<file path="src/rtl/sweep_capture_engine.sv">
// Exhaustive-sweep stimulus generator with settle/sample sequencing and a FWFT record FIFO.
// Optional response MISR is enabled by defining SWEEP_SIGNATURE_EN.
module sweep_capture_engine #(
  parameter int unsigned N_WIDTH       = 5,
  parameter int unsigned OUT_WIDTH     = 1,
  parameter int unsigned SETTLE_CYCLES = 1,
  parameter int unsigned FIFO_DEPTH    = 4,
  parameter int unsigned SIG_WIDTH     = 16
) (
  input  logic                 CK,
  input  logic                 reset,
  input  logic                 start,
  input  logic                 gray_mode,
  output logic [N_WIDTH-1:0]   pat_out,
  input  logic [OUT_WIDTH-1:0] dut_resp,
  output logic                 rec_valid,
  input  logic                 rec_ready,
  output logic [N_WIDTH-1:0]   rec_pat,
  output logic [OUT_WIDTH-1:0] rec_resp,
  output logic                 busy,
  output logic                 done,
  output logic [SIG_WIDTH-1:0] signature
);

  localparam int unsigned CntW = (SETTLE_CYCLES > 1) ? $clog2(SETTLE_CYCLES) : 1;
  localparam int unsigned PtrW = $clog2(FIFO_DEPTH);
  localparam int unsigned RecW = N_WIDTH + OUT_WIDTH;

  typedef enum logic [2:0] {StIdle, StApply, StSample, StDrain, StDone} state_e;

  state_e              state_q, state_d;
  logic [N_WIDTH-1:0]  idx_q;
  logic [CntW-1:0]     cnt_q;
  logic                gray_q;
  logic [RecW-1:0]     mem_q [FIFO_DEPTH];
  logic [PtrW-1:0]     wr_ptr_q, rd_ptr_q;
  logic [PtrW:0]       count_q;
  logic                fifo_empty, fifo_full, push, pop, idx_last, settle_done, launch;

  assign pat_out     = gray_q ? (idx_q ^ (idx_q >> 1)) : idx_q;
  assign idx_last    = &idx_q;
  assign settle_done = (cnt_q == CntW'(SETTLE_CYCLES - 1));
  assign launch      = (state_q == StIdle) && start;
  assign fifo_empty  = (count_q == '0);
  assign fifo_full   = (count_q == (PtrW + 1)'(FIFO_DEPTH));
  assign pop         = rec_valid && rec_ready;
  // Pop is evaluated first, so a full FIFO being drained still accepts the push.
  assign push        = (state_q == StSample) && (!fifo_full || pop);

  always_ff @(posedge CK) begin
    if (reset) state_q <= StIdle;
    else       state_q <= state_d;
  end

  always_comb begin
    state_d = state_q;
    case (state_q)
      StIdle:   if (start) state_d = StApply;
      StApply:  if (settle_done) state_d = StSample;
      StSample: if (push) state_d = idx_last ? StDrain : StApply;
      StDrain:  if (fifo_empty) state_d = StDone;
      StDone:   state_d = StIdle;
      default:  state_d = StIdle;
    endcase
  end

  always_comb begin
    busy = (state_q != StIdle);
    done = (state_q == StDone);
  end

  always_ff @(posedge CK) begin
    if (reset) begin
      idx_q  <= '0;
      cnt_q  <= '0;
      gray_q <= 1'b0;
    end else begin
      case (state_q)
        StIdle: begin
          if (start) begin
            idx_q  <= '0;
            cnt_q  <= '0;
            gray_q <= gray_mode;
          end
        end
        StApply:  cnt_q <= settle_done ? '0 : cnt_q + CntW'(1);
        StSample: if (push && !idx_last) idx_q <= idx_q + N_WIDTH'(1);
        default: ;
      endcase
    end
  end

  always_ff @(posedge CK) begin
    if (push) mem_q[wr_ptr_q] <= {pat_out, dut_resp};
  end

  always_ff @(posedge CK) begin
    if (reset) begin
      wr_ptr_q <= '0;
      rd_ptr_q <= '0;
      count_q  <= '0;
    end else begin
      if (push) wr_ptr_q <= wr_ptr_q + PtrW'(1);
      if (pop)  rd_ptr_q <= rd_ptr_q + PtrW'(1);
      case ({push, pop})
        2'b10:   count_q <= count_q + (PtrW + 1)'(1);
        2'b01:   count_q <= count_q - (PtrW + 1)'(1);
        default: ;
      endcase
    end
  end

  always_comb begin
    rec_valid = !fifo_empty;
    rec_pat   = '0;
    rec_resp  = '0;
    if (!fifo_empty) {rec_pat, rec_resp} = mem_q[rd_ptr_q];
  end

`ifdef SWEEP_SIGNATURE_EN
  // x^16 + x^12 + x^5 + 1
  localparam logic [SIG_WIDTH-1:0] Poly = SIG_WIDTH'(32'h0000_1021);
  logic [SIG_WIDTH-1:0] sig_q;

  always_ff @(posedge CK) begin
    if (reset || launch) begin
      sig_q <= '0;
    end else if (push) begin
      sig_q <= {sig_q[SIG_WIDTH-2:0], 1'b0} ^ (sig_q[SIG_WIDTH-1] ? Poly : '0)
               ^ SIG_WIDTH'(dut_resp);
    end
  end

  assign signature = sig_q;
`else
  assign signature = '0;
`endif

endmodule

</file>
<file path="config.mk">
export PLATFORM = sky130hd
export DESIGN_NAME = sweep_capture_engine
export DESIGN_NICKNAME = d
export VERILOG_FILES = /design/src/rtl/sweep_capture_engine.sv
export SDC_FILE = /design/constraint.sdc
export NUM_CORES = 1
export LEC_CHECK = 0
export CAP_MARGIN = 20
export CORE_MARGIN = 2
export CORE_UTILIZATION = 55
export CTS_CLUSTER_DIAMETER = 50
export DETAILED_ROUTE_END_ITERATION = 8
export DONT_BUFFER_PORTS = 1
export GPL_TIMING_DRIVEN = 0
export HOLD_SLACK_MARGIN = 0.1
export PLACE_DENSITY = 0.74
export RECOVER_POWER = 25
export SYNTH_ARGS = -nofsm -noshare
export SYNTH_HDL_FRONTEND = slang
export SYNTH_SLANG_ARGS = --single-unit
</file>
<file path="constraint.sdc">
create_clock -name CK -period 2.3 [get_ports CK]
set_clock_uncertainty 0.2 [all_clocks]
set_input_delay 0.23 -clock CK [delete_from_list [all_inputs] [get_ports CK]]
set_output_delay 0.23 -clock CK [all_outputs]
set_load 0.05 [all_outputs]
</file>
### After elaboration in Yosys (flattened, before gate mapping)

Memories as Yosys holds them, arrays and structs flattened. A register that Yosys moved wholly into a read port is not among the register bits.
Cells that the tools add are included.

* add/sub/neg operators: 6
* equality and inequality tests: 12
* muxes and demuxes: 20
* bitwise logic cells: 1
* reductions and logical operators: 18

Operators by type and width (number)
* $mux W5: 4
* $mux W3: 4
* $pmux W3 S4: 1
* $pmux W5 S2: 1
* $ne A2 B2 Y1 const B: 4
* $eq A3 B2 Y1 const B: 2
* $eq A3 B3 Y1 const B: 2
* $logic_not A3 Y1: 2
* $mux W2: 3
* $pmux W3 S2: 1
* $reduce_bool A2 Y1: 3
* $add A5 B1 Y5 const B: 1
* $mux W1: 5
* $reduce_and A5 Y1: 1
* $xor A5 B4 Y5: 1
* $add A2 B1 Y2 const B: 2
* $reduce_and A2 Y1: 2
* $reduce_and A4 Y1: 1
* $add A3 B1 Y3 const B: 1
* $eq A3 B1 Y1 const B: 1
* $logic_and A1 B1 Y1: 3
* $logic_not A1 Y1: 3
* $reduce_and A3 Y1: 1
* $reduce_bool A3 Y1: 1
* other kinds (7): 7

* register bits after elaboration: 17
* bits in writable memories: 24
* input port bits: 6
* output and inout port bits: 30
* logic and storage cells: 65
* memories: 1

Memories
* mem_q: depth 4, bits a word 6, rd ports 1, clocked after memory_dff 1, wr ports 1, RTL line 35 `logic [RecW-1:0] mem_q [FIFO_DEPTH];`

### Longest topological paths before layout

Gate-level depths: netlist of the first run.

* depth in word-level cells: 8
* mapped depth: 8
* mapped depth without buffers: 7

### Worst setup path before layout of the first run

OpenSTA, ideal clock, no wires.

* kind: reg-to-reg
* start: register state_q[1]
* end: register count_q[2]
* setup time: 0.121 ns
* data arrival time: 1.810 ns
* required time: 1.979 ns
* slack: 0.168 ns
* stages on the path, launching flop included: 8
* path buffers: 1
* period minus slack after synthesis: 2.132 ns
* cell sequence: dfxtp_1 or3b_1 buf_6 and2_4 inv_1 fa_1 mux2_4 mux2_4

* longest elaborated chain between the ends: 4
* elaborated cells on any way between the ends: 6
* those cells by class: 3 x eq/ne; 1 x mux; 2 x reduce/logical

Ends and longest elaborated chain
* from (decl): RTL line 31 `state_e state_q, state_d;`
* from (signal assigned): RTL line 51 `if (reset) state_q <= StIdle;`
* from (signal assigned): RTL line 52 `else state_q <= state_d;`
* $eq A3 B2 Y1 (*): RTL line 48 `assign push = (state_q == StSample) && (!fifo_full || pop);`
* $logic_and A1 B1 Y1 (*): RTL line 48
* $eq A2 B1 Y1 / $eq A2 B2 Y1 (equally long branches): RTL line 105 `case ({push, pop})`
* $pmux W3 S2 / $reduce_bool A2 Y1 (equally long branches)
* to (signal assigned): RTL line 106 `2'b10: count_q <= count_q + (PtrW + 1)'(1);`
* to (signal assigned): RTL line 107 `2'b01: count_q <= count_q - (PtrW + 1)'(1);`
* to (decl): RTL line 37 `logic [PtrW:0] count_q;`

Mark *: on every way between the ends. The rest lies on a longest branch, timed or not.
A chain may end at the register's enable or synchronous reset.

### Final worst setup path of the first run

* start: register count_q[0]
* end: register count_q[2]

* longest elaborated chain between the ends: 7
* elaborated cells on any way between the ends: 13
* those cells by class: 2 x add/sub; 3 x eq/ne; 1 x mux; 7 x reduce/logical

Ends and longest elaborated chain
* $logic_not A3 Y1: RTL line 44 `assign fifo_empty = (count_q == '0);`
* $logic_not A1 Y1
* $logic_and A1 B1 Y1: RTL line 46 `assign pop = rec_valid && rec_ready;`
* $logic_or A1 B1 Y1: RTL line 48
* $logic_and A1 B1 Y1: RTL line 48
* $eq A2 B1 Y1 / $eq A2 B2 Y1 (equally long branches): RTL line 105
* $pmux W3 S2 / $reduce_bool A2 Y1 (equally long branches)

Several ways; a longest one is shown, not always the timed one.

==> results of run 1 <==
[Yosys cell counts, drive strengths merged (2+ instances only)]
| cell | count | area share |
|---|---|---|
| edfxtp | 24 | 0.35 |
| nor4b | 3 | 0.020 |
| o21ai | 3 | 0.0074 |
| and2 | 8 | 0.026 |
| dfxtp | 18 | 0.18 |
| nor3 | 6 | 0.017 |
| inv | 7 | 0.013 |
| nand2 | 8 | 0.015 |
| buf | 18 | 0.068 |
| mux2 | 5 | 0.031 |
| nor2b | 7 | 0.022 |
| mux4 | 6 | 0.067 |
| a21oi | 4 | 0.0099 |
| xnor2 | 6 | 0.026 |
| nor2 | 14 | 0.026 |
| clkbuf | 2 | 0.0037 |
| mux2i | 2 | 0.0099 |
| ha | 8 | 0.049 |
[path summary, 6_finish.rpt]
check	to	slack (ps)	depth (start not counted)
worst max-delay path	count_q[2]$_SDFFE_PP0P_	50	6
worst min-delay path	wr_ptr_q[0]$_SDFFE_PP0N_	120	2
worst max register to register	count_q[2]$_SDFFE_PP0P_	50	6
worst min register to register	state_q[1]$_SDFFE_PP0P_	280	1
[state kept, by name, summed over array words and instances, names as in the netlist, named ones only]
signal    count
mem_q        24
gray_q        1
wr_ptr_q      2
count_q       3
idx_q         5
rd_ptr_q      2
state_q       3
[kinds of logic after synthesis]
kind of cell	share of synthesized area
buf+inv	0.0850
compound gates	0.0376
xor+xnor	0.0302
flops	0.532
mux	0.108
simple gates	0.147
other cells	0.00185
fa+ha+maj	0.0591
[where the power goes]
part           switching (W)  leakage (nW)  total [W]  internal, W
sequential         0.0000762         0.359   0.000917     0.000841
combinational       0.000645         0.481   0.000903     0.000258
clock               0.000249        0.0683   0.000684     0.000435
[metrics by stage]
| step | total power [W] | std cells | setup WS [ps] |
|---|---|---|---|
| floorplan | 0.00166 | 178 | 168 |
| global placement | 0.00174 | 226 | 81.6 |
| detailed placement | 0.00176 | 228 | 15.8 |
| CTS | 0.00251 | 242 | -21.7 |
| global route | 0.00263 | 242 | 24.2 |
| finish | 0.00250 | 242 | 51.4 |
[cell type report]
class,count,area (um^2)
buffer,19,139
clock buffer,5,68.8
inverter,7,26.3
tap,48,60.1
sequential,42,1090
multi-input combinational,109,861
fill,271,1210
clock inverter,3,68.8
timing repair buffer,9,85.1
[layer usage]
metal  up-vias  track usage  wire (um)
li1        600            -          -
met1       575        0.216       1380
met2        34        0.302       1670
met3         4       0.0486        156
met4         0       0.0559         29
met5         -            0          0
[repair_timing]
action	in CTS	in global routing
pin swaps	0	1
hold buffers	6	0
resized for setup	8	4
hold endpoints to repair	15	0
setup endpoints to repair	7	7
setup buffers	0	1
==> results.json, run 1 <==
{
  "tightestPinTransition_ps": 585,
  "timing.critical_path.arrival_ps": 2230,
  "drcViolationCount": 0,
  "synth.yosys.seq_area_share": 0.532,
  "finalInstanceArea_mm2": 0.00239,
  "drtPass1Iterations": 4,
  "crit_path_frequent_cell": "sky130_fd_sc_hd__mux2_4",
  "cell_by_cell_listing_of_the_critical_path": "o31a_1 > and2_4 > inv_1 > fa_1 > mux2_4 > mux2_4",
  "final-max-slew-violation-count": 0,
  "fraction_of_final_layout_cells_with_drive_strength_greater_than_1": 0.258,
  "ir_drop_mv": 0.904,
  "n_antenna_cell": 0,
  "report.final.setup_viol": 0,
  "die_h_um": 64.8,
  "layout_min_cycle_time_ps": 2250,
  "ys_ff_latch": 42,
  "grt_max_degree": 15,
  "timing.final.crit_share": 0.978,
  "timing.critical_path.from": "count_q[0]$_SDFFE_PP0P_",
  "cts_tree": "built",
  "power.density_cell_area_mw_per_mm2": 1050,
  "ys_async_sr_fraction": 0,
  "startpoint_type": "flip-flop",
  "cts_htree_levels": 2,
  "buffer_ports.inserted": 0,
  "power.static_leakage_nw": 0.908,
  "slowest_stage": "sky130_fd_sc_hd__dfxtp_1",
  "max_slew_margin": 0.611,
  "global_router_s_overall_resource_usage": 0.176,
  "fin_nets": 208,
  "critical_path.max_stage_delay_ps": 480,
  "fmax_mhz": 445,
  "core_area_mm2": 0.00361,
  "postSynthCellCount": 163,
  "number_of_global_route_vias_before_repair": 1209,
  "final_hold_viol_count": 0,
  "detail_route.wl_per_cell_um": 13.3,
  "ios": 36,
  "synth.lib_cells_used.distinct": 37,
  "fin_worst_hold_slack_ps": 120,
  "worstHoldStart": "reset",
  "die_x_um": 64.8,
  "crit_path_max_fanout": 6,
  "cp_data_required_time_ps": 2280,
  "dpl_cell_area_mm2": 0.00217,
  "cts.sink_count": 42,
  "cts-root-buf": "sky130_fd_sc_hd__clkbuf_8",
  "drtIter0Drc": 33,
  "clock_latency_ps": 290,
  "flow.area_growth_from_synthesis_pct": 17.9,
  "cts.path.max_buffers": 2,
  "grt_first_pass_wirelength_um": 5640,
  "die-area_mm2": 0.00420,
  "grt_antenna_before_repair": 0,
  "critPathKind": "reg2reg",
  "layout.cells.most_common": "sky130_fd_sc_hd__edfxtp_1",
  "syn_area_per_cell_um2": 12.5,
  "route.detailed.vias_per_inst": 5.01,
  "cp_num_buf_inv": 1,
  "via_count": 1213,
  "grt.overflow.total": 0,
  "cts_buffers": 5,
  "clk_transition_reported_paths_ps": 80,
  "drt.antenna.violating_nets": 0,
  "gp_routability_congestion": 0.786,
  "reg2reg_from": "count_q[0]$_SDFFE_PP0P_",
  "worst_hold_path_type": "in2reg",
  "status": "complete, no violations",
  "synth_area_mm2": 0.00203,
  "ys_dominant_reg_cell": "sky130_fd_sc_hd__edfxtp_1",
  "end_kind": "flip-flop",
  "rsz0062_at_grt": "no",
  "cp_top_family": "multiplexers",
  "wl_um": 3230,
  "row_count": 22,
  "post-route-util": 0.664,
  "yosys_warnings": 0,
  "max_cap_violations": 0,
  "final.setup.tns_ps": 0,
  "hpwlAfterDp_um": 2350,
  "edff_count_synth": 24,
  "floorplan.initialDensity": 0.563,
  "final_cell_mix": "24 x sky130_fd_sc_hd__edfxtp_1, 16 x sky130_fd_sc_hd__buf_4, 16 x sky130_fd_sc_hd__conb_1"
}
Power figures use the tool's default switching activity.
==> inputs of run 2 (changes only) <==
- CAP_MARGIN: 20 -> 10
- CORE_MARGIN: 2 -> 5
==> results.json, run 2 (synthesis results as in run 1) <==
{
  "ir_drop_mv": 0.593,
  "wl_um": 3340,
  "tightestPinTransition_ps": 607,
  "fin_nets": 208,
  "final-max-slew-violation-count": 0,
  "clock_latency_ps": 290,
  "grt_antenna_before_repair": 0,
  "grt_busiest_layer": "met2",
  "post-route-util": 0.648,
  "grt_max_degree": 14,
  "slowest_stage": "sky130_fd_sc_hd__dfxtp_1",
  "rsz0062_at_grt": "no",
  "cts-root-buf": "sky130_fd_sc_hd__clkbuf_8",
  "startpoint_type": "flip-flop",
  "detail_route.wl_per_cell_um": 13.8,
  "layout.cells.most_common": "sky130_fd_sc_hd__edfxtp_1",
  "crit_path_frequent_cell": "sky130_fd_sc_hd__mux2_4",
  "via_count": 1221,
  "status": "complete, no violations",
  "power.density_cell_area_mw_per_mm2": 1010,
  "cts_htree_levels": 2,
  "crit_path_max_fanout": 7,
  "grt.overflow.total": 0,
  "critPathKind": "reg2reg",
  "layout_min_cycle_time_ps": 2220,
  "drtIter0Drc": 51,
  "grt_first_pass_wirelength_um": 5400,
  "worstHoldStart": "start",
  "drcViolationCount": 0,
  "dpl_cell_area_mm2": 0.00216,
  "grt_use_met1": 0.153,
  "global_route.usage.met3": 0.0653,
  "ff2ff_setup_slack_ps": 80,
  "worst_hold_path.num_cells": 3,
  "ios": 36,
  "power.static_leakage_nw": 0.888,
  "route.detailed.vias_per_inst": 5.05,
  "gp_routability_congestion": 0.734,
  "n_fill_cell": 301,
  "finalInstanceArea_mm2": 0.00236,
  "clk_transition_reported_paths_ps": 80,
  "worst_hold_path_type": "in2reg",
  "timing.final.crit_share": 0.966,
  "flow.area_growth_from_synthesis_pct": 15.9,
  "grtUsageMet2": 0.241,
  "cts.path.max_buffers": 2,
  "end_kind": "flip-flop",
  "final.setup.tns_ps": 0,
  "timing.critical_path.arrival_ps": 2210,
  "die-area_mm2": 0.00501,
  "top_regs": "mem_q x24, idx_q x5",
  "fmax_mhz": 450,
  "core_area_mm2": 0.00363,
  "worst_r2r_path_depth": 7,
  "row_count": 22,
  "die_h_um": 70.8,
  "regMostFlops": "mem_q",
  "fraction_of_final_layout_cells_with_drive_strength_greater_than_1": 0.247,
  "cts_buffers": 5,
  "cell_by_cell_listing_of_the_critical_path": "or3b_1 > buf_6 > and2_4 > inv_1 > fa_1 > mux2_4 > mux2_4",
  "cts.sink_count": 42,
  "final_cell_mix": "24 x sky130_fd_sc_hd__edfxtp_1, 17 x sky130_fd_sc_hd__buf_4, 16 x sky130_fd_sc_hd__conb_1",
  "max_cap_violations": 0,
  "report.final.setup_viol": 0,
  "max_slew_margin": 0.597,
  "n_antenna_cell": 0,
  "largest_register_ffs": 24,
  "drtPass1Iterations": 4,
  "floorplan.initialDensity": 0.559,
  "reg2reg_from": "state_q[1]$_SDFFE_PP0P_",
  "min_to": "idx_q[1]$_SDFFE_PP0P_",
  "r2r_end": "count_q[2]$_SDFFE_PP0P_",
  "die_x_um": 70.8,
  "number_of_global_route_vias_before_repair": 1196,
  "cts_tree": "built",
  "critical_path.max_stage_delay_ps": 400,
  "buffer_ports.inserted": 0,
  "global_router_s_overall_resource_usage": 0.141,
  "drt.antenna.violating_nets": 0,
  "cp_data_required_time_ps": 2280,
  "hpwlAfterDp_um": 2410,
  "final_hold_viol_count": 0
}
run 2: what timing repair did:
item,in CTS,in global routing
cloned,0,0
resized for setup,7,4
hold buffers,6,0
pin swaps,0,1
endpoints found under the setup margin,7,8
endpoints found under the hold margin,15,0
buffers inserted,0,1
run 2: layer usage:
layer	wire length (um)	vias up
li1	-	599
met5	0	-
met2	1700	29
met3	235	6
met1	1350	587
met4	51	0
run 2: worst max-delay path by stage:
stage	startpoint	to	slack (ps)
final	state_q[1]$_SDFFE_PP0P_	count_q[2]$_SDFFE_PP0P_	80
after global routing	state_q[1]$_SDFFE_PP0P_	count_q[2]$_SDFFE_PP0P_	20
after CTS	flip-flop	rec_pat[2]	6
after detailed placement	count_q[0]$_SDFFE_PP0P_	count_q[2]$_SDFFE_PP0P_	80
after global placement	flip-flop	rec_pat[2]	60
after floorplan	state_q[1]$_SDFFE_PP0P_	count_q[2]$_SDFFE_PP0P_	170
run 2: final cells by class:
type	count	area, um^2	share of cell area
plain buffers	19	139	0.0589
clock buffers	6	72.6	0.0308
clock inverters	2	37.5	0.0159
inverters	7	26.3	0.0112
multi-input cells	109	861	0.365
flip-flops and latches	42	1080	0.460
well taps	48	60.1	0.0255
repair buffers	9	75.1	0.0319
run 2: report_power, final:
part           switching, W  total, W  internal, W  leakage (nW)
Combinational      0.000641  0.000899     0.000258         0.478
Clock              0.000247  0.000571     0.000324        0.0514
Sequential        0.0000732  0.000916     0.000843         0.358
Total              0.000962   0.00239      0.00142         0.888
run 2: critical path: cells and delay by family (launching register included):
| family | cells | cell delay [ps] |
|---|---|---|
| adder cells (fa/ha/maj) | 1 | 180 |
| buffers and inverters | 2 | 200 |
| flip-flops | 1 | 400 |
| multiplexers | 2 | 600 |
| AND/OR/NAND/NOR | 2 | 530 |
run 2: per-stage QoR:
stage          instances  hold WS (ps)  worst slack, ps  power [W]
6_report             242           100             77.6    0.00239
5_1_grt              242           137             15.9    0.00252
4_1_cts              242           104             5.58    0.00238
3_5_place_dp         228           120             76.1    0.00176
3_3_place_gp         226           114             64.5    0.00174
2_1_floorplan        178           109              168    0.00166
